--- config.mk ---
export PLATFORM = sky130hd
export DESIGN_NAME = frame_to_sdram_writer
export DESIGN_NICKNAME = d
export VERILOG_FILES = /design/src/rtl/frame_to_sdram_writer.sv
export SDC_FILE = /design/constraint.sdc
export NUM_CORES = 1
export LEC_CHECK = 0
export BUFFER_PORTS_ARGS = -buffer_cell sky130_fd_sc_hd__buf_2
export CORE_UTILIZATION = 28
export CTS_CLUSTER_SIZE = 28
export DETAILED_ROUTE_END_ITERATION = 10
export PLACE_DENSITY = 0.57
export SYNTH_ARGS = -nofsm -noshare
export SYNTH_HDL_FRONTEND = slang
export SYNTH_SLANG_ARGS = --single-unit
--- constraint.sdc ---
create_clock -name iCLK -period 4.3 [get_ports iCLK]
set_input_delay 0.215 -clock iCLK [delete_from_list [all_inputs] [get_ports iCLK]]
set_output_delay 0.215 -clock iCLK [all_outputs]
set_load 0.01 [all_outputs]
--- src/rtl/frame_to_sdram_writer.sv ---
// rtl/frame_to_sdram_writer.sv - packs pixel byte pairs into 16-bit words and writes a frame to SDRAM
module frame_to_sdram_writer #(
    parameter int LINES      = 1024,
    parameter int LINE_WORDS = 512
) (
    input  logic        iCLK,
    input  logic        iRST,
    input  logic [5:0]  iFRAME_ID,
    input  logic        iSTART,
    input  logic        iABORT,
    input  logic [7:0]  iPIX_DATA,
    input  logic        iPIX_VALID,
    output logic        oPIX_READY,
    output logic        oWR_EN,
    output logic [24:0] oWR_ADDR,
    output logic [15:0] oWR_DATA,
    input  logic        iWAIT_REQUEST,
    output logic        oBUSY,
    output logic        oDONE
);

    localparam logic [2:0] S_IDLE   = 3'd0;
    localparam logic [2:0] S_FILL_U = 3'd1;
    localparam logic [2:0] S_FILL_L = 3'd2;
    localparam logic [2:0] S_WRITE  = 3'd3;
    localparam logic [2:0] S_DONE   = 3'd4;

    localparam logic [9:0] LAST_LINE = 10'(LINES - 1);
    localparam logic [8:0] LAST_WORD = 9'(LINE_WORDS - 1);

    logic [2:0]  state_q, state_d;
    logic [5:0]  frame_q, frame_d;
    logic [9:0]  line_q,  line_d;
    logic [8:0]  word_q,  word_d;
    logic [15:0] data_q,  data_d;

    always_comb begin
        state_d = state_q;
        frame_d = frame_q;
        line_d  = line_q;
        word_d  = word_q;
        data_d  = data_q;
        // Abort wins over everything else, including a byte or write handshake this cycle.
        if (iABORT && state_q != S_IDLE) begin
            state_d = S_IDLE;
        end else begin
            case (state_q)
                S_IDLE: begin
                    if (iSTART) begin
                        frame_d = iFRAME_ID;
                        line_d  = '0;
                        word_d  = '0;
                        state_d = S_FILL_U;
                    end
                end
                S_FILL_U: begin
                    if (iPIX_VALID) begin
                        data_d[15:8] = iPIX_DATA;
                        state_d      = S_FILL_L;
                    end
                end
                S_FILL_L: begin
                    if (iPIX_VALID) begin
                        data_d[7:0] = iPIX_DATA;
                        state_d     = S_WRITE;
                    end
                end
                S_WRITE: begin
                    if (!iWAIT_REQUEST) begin
                        state_d = S_FILL_U;
                        if (word_q == LAST_WORD) begin
                            word_d = '0;
                            // The final line leaves line at LINES-1 so counters never wrap.
                            if (line_q == LAST_LINE) begin
                                state_d = S_DONE;
                            end else begin
                                line_d = line_q + 10'd1;
                            end
                        end else begin
                            word_d = word_q + 9'd1;
                        end
                    end
                end
                S_DONE:  state_d = S_IDLE;
                default: state_d = S_IDLE;
            endcase
        end
    end

    always_ff @(posedge iCLK) begin
        if (iRST) begin
            state_q <= S_IDLE;
            frame_q <= '0;
            line_q  <= '0;
            word_q  <= '0;
            data_q  <= '0;
        end else begin
            state_q <= state_d;
            frame_q <= frame_d;
            line_q  <= line_d;
            word_q  <= word_d;
            data_q  <= data_d;
        end
    end

    assign oPIX_READY = (state_q == S_FILL_U) || (state_q == S_FILL_L);
    assign oWR_EN     = (state_q == S_WRITE);
    assign oWR_ADDR   = {frame_q, line_q, word_q};
    assign oWR_DATA   = data_q;
    assign oBUSY      = (state_q == S_FILL_U) || (state_q == S_FILL_L) || (state_q == S_WRITE);
    assign oDONE      = (state_q == S_DONE);

endmodule

# Word-level counts from Yosys, hierarchy flattened
# Index checks and enable logic that the tools add are counted.
# word_totals
register_bits	44
input_bits	20
out_inout_bits	45
word_cells	50
# classes
n_addsub	2
eq_ne	12
muxes	16
n_bitwise	1
reduce_logical	13
# op_table
cell	n
$mux 10	4
$mux 9	3
$pmux 10 s2	1
$mux 3	6
$pmux 9 s2	1
$pmux 3 s4	1
$add 10x1->10 const B	1
$eq 10x10->1 const B	1
$ne 2x2->1 const B	5
$add 9x1->9 const B	1
$eq 9x9->1 const B	1
$reduce_and 3->1	3
$reduce_and 4->1	2
$eq 3x2->1 const B	2
$reduce_and 6->1	1
$eq 3x1->1 const B	1
$eq 3x3->1 const B	1
$logic_not 3->1	1
$reduce_bool 3->1	1
$logic_or 1x1->1	2
$ne 2x1->1 const B	1
$reduce_bool 2->1	1
$reduce_or 2->1	1
$logic_and 1x1->1	1
$not 1->1	1

# Logic depth before layout (Yosys ltp)
# logic_depth
depth_word	5
mapped_depth	8
ltp_nobuf	8

# Worst setup path before layout
# Ideal clock, no wire load.
# synth_timing
kind	flip-flop to flip-flop
start	reg word_q[0]
end	reg line_q[6]
setup_time_ps	72
t_arrival_ps	1760
setup_slack_ps	2469
path_stages_with_launch	8
period_less_slack_ps	1831
cell_sequence	dfxtp_1 -> ha_1 -> nand3_1 -> nor2_1 -> ha_1 -> o21ai_0 -> a2111oi_2 -> mux2i_1
# synth_between
elab_chain_cells	3
# synth_lines
item	line_no	source
start: declaration	34	logic [8:0] word_q, word_d;
start signal: assignment	101	word_q <= word_d;
$eq 9x9->1	71	if (word_q == LAST_WORD) begin
$ne 2x1->1 (no source line)	n/a	
$reduce_and 6->1 (no source line)	n/a	
end signal: assignment	100	line_q <= line_d;
end: declaration	33	logic [9:0] line_q, line_d;
# No other way between the ends.
# A chain may end at the register's enable or synchronous reset.

# Final worst setup path
# layout_timing
start	reg state_q[0]
end	reg line_q[2]
# layout_between
elab_chain_cells	4
word_cells_on_any_way	12
classes_between	eq/ne (5); mux (1); bitwise (1); reduce/logical (5)
# layout_lines
item	line_no	source
start: declaration	31	logic [2:0] state_q, state_d;
start signal: assignment	98	state_q <= state_d;
parallel branches: the longest is 4 deep, another holds $reduce_and 6->1	n/a	
# Parallel ways; which one is timed is not known.

==> metrics <==
first-pass GRT wire length between 7 and 8 mm; Main synth FF type dfxtp_1; FP Rows 31; Max Cap Viol 0; DIE AREA roughly 7800 sq um; CTS Buf Count 5; final setup TNS 0 ns; Wirelength per Cell around 12 microns; clock sinks 44; Final HPWL DP roughly 3.5 mm; Slew Limit Headroom 0.4918; clock insertion delay at the later pin of the skew report 0.29 ns; IO Count 65; peak supply drop roughly 0.00012 V; Final Core Density 0.3564; Yosys cell types 42; average via count per standard cell between 4 and 5; die height between 80 and 90 microns; Core Box Area between 7000 and 8000 sq um; die width 88.05 microns; syn_area_per_cell approximately 9.2 sq um; Final nets between 300 and 400; Synth top cells by count dfxtp_1 (44), nor2_1 (36), mux2i_1 (31); CP Max Fanout 20; initial antenna violation count 0; grt total ovfl 0; Syn Std Cell Area just over 2000 sq um; DRC errors left 0; RSZ-0062 raised after global routing false; leading area contributor after synthesis dfxtp_1; Finish-stage setup viols 0; Synth Instances roughly 230; Final Cell Area approximately 2600 sq um; Power Total around 800 uW; clock-pin slew on the worst setup and hold paths 0.08 ns; Yosys reg bits 44; critical path class flop to flop; Initial Util 0.2874; P per Cell Area 312.4 nW/um^2; actual slew at the worst max-slew pin approximately 0.76 ns; crit path time final 2.193 ns; DR vias roughly 1800; GRT Total Usage 0.1299; Hold WS between 0.15 and 0.2 ns; Clk Tree Root Cell clkbuf_8; post-route clock period utilization 0.5100; type of origin of the critical path flop; asr flop ratio synth 0; Worst Setup End Kind flop; worst hold path type input pin to flop; vias in the first global route about 1700; status finished clean; CTS tree done; Pleak about 0.0011 uW; diode count 0; Setup Skew ~0.0045 ns; crit path DAT between 2 and 2.5 ns; hold_buf cts 0; EDFF count, synth 0; syn nets 248; largest cells by area after synthesis dfxtp_1 (42%), mux2i_1 (15%), nor2_1 (6.5%), nand2_1 (3.3%), a211oi_1 (2.5%); Seq/Total Area, Yosys 0.4249; largest net degree at the start of global routing 40; share of cells above drive strength 1 0.2787; Fmax achieved roughly 460 MHz; H-tree levels 2; Hold Vio Cnt, Final 0; port buffer count 64; Routed WL around 4.8 mm; Post-CTS Setup Inserts 0; Synth top area share 0.4249; RePlAce Congestion 0.7017; Final ANT Viol Nets 0; Slew Limit Fails 0; first-pass iteration count of the detailed router 4; Clock Path Buffers 2; Worst EP required about 4.5 ns; P&R area growth vs syn 24.02%; Synth warnings 0; Post-CTS Resized 0; cell with the most instances after synthesis dfxtp_1; number of DRC markers after the initial detailed-route iteration 77; dpl cell area around 2500 sq um
==> worst paths after layout <==
check	startpoint	endpoint	slack (ns)	cells past startpoint
worst min register to register	line_q[9]	line_q[9]	0.48	2
worst max-delay path	state_q[0]	line_q[2]	2.11	4
worst min-delay path	iFRAME_ID[0]	frame_q[0]	0.16	3
worst max register to register	state_q[0]	line_q[2]	2.11	4
==> cell type report <==
type / count / area (sq um)
fill: 780 / 4643
multi-input combinational: 166 / 1124
sequential: 44 / 880.8
timing repair buffer: 65 / 327.8
tap: 99 / 123.9
clock buffer: 7 / 96.34
inverter: 5 / 18.77
==> cell families (layout without fill, tap and decap cells) <==
kind of cell | after synthesis | after routing | share of synthesized area
DFF | 44 | 44 | 0.4249
and+or+nand+nor | 99 | 99 | 0.2529
muxes | 32 | 32 | 0.1551
AOI/OAI and AO/OA | 27 | 27 | 0.09475
buffers and inverters | 15 | 77 | 0.03318
adders and majority gates | 3 | 3 | 0.01811
xor gates and xnor gates | 5 | 5 | 0.02112
==> report_power, final <==
| part | internal [uW] | switching, uW |
|---|---|---|
| combinational | 42.1 | 56.3 |
| clock | 143 | 133 |
| sequential | 417 | 11.1 |
==> cells in the final DEF, fill, tap and decap left out, types with 2 or more instances in the layout <==
master     synthesis  layout
o31ai_1            4       4
and2_1             2       2
nor3b_1            2       2
and4_1             2       2
a211oi_1           7       7
nand4_1            3       3
xnor2_1            4       4
clkbuf_8           0       7
ha_1               3       3
nor3_1             3       3
nand2_1           18      18
a21oi_1            7       7
a2111oi_2          2       2
or4_1              4       4
or3_1              8       8
o21ai_0            3       3
buf_2              4      64
nor2_1            36      36
mux2i_1           31      31
inv_1              4       4
nand3_1            6       6
dfxtp_1           44      44
nand2b_1           3       3
nor4_1             2       2
nand3b_1           2       2
==> sequential cells by signal, indices dropped and copies added (netlist names) <==
name and count:
word_q 9, state_q 3, frame_q 6, line_q 10, oWR_DATA 16
==> critical path: stages, from the launching register on <==
cell     delay, ns
dfxtp_1       0.45
or3b_4        0.47
a21o_1        0.41
nor4_1        0.40
mux2_2        0.37
==> routing by layer <==
layer  wire, microns  track usage
met4              56      0.04399
met2            2057       0.2030
met3             337      0.04053
met1            2334       0.1699
met5               0            0
==> through the flow <==
step	setup slack (ns)	cells
after CTS	2.109	386
after detailed placement	2.125	379
after floorplan	2.469	225
final	2.107	386
after global routing	1.902	386
after global placement	2.177	379
Power figures use the tool's default switching activity.
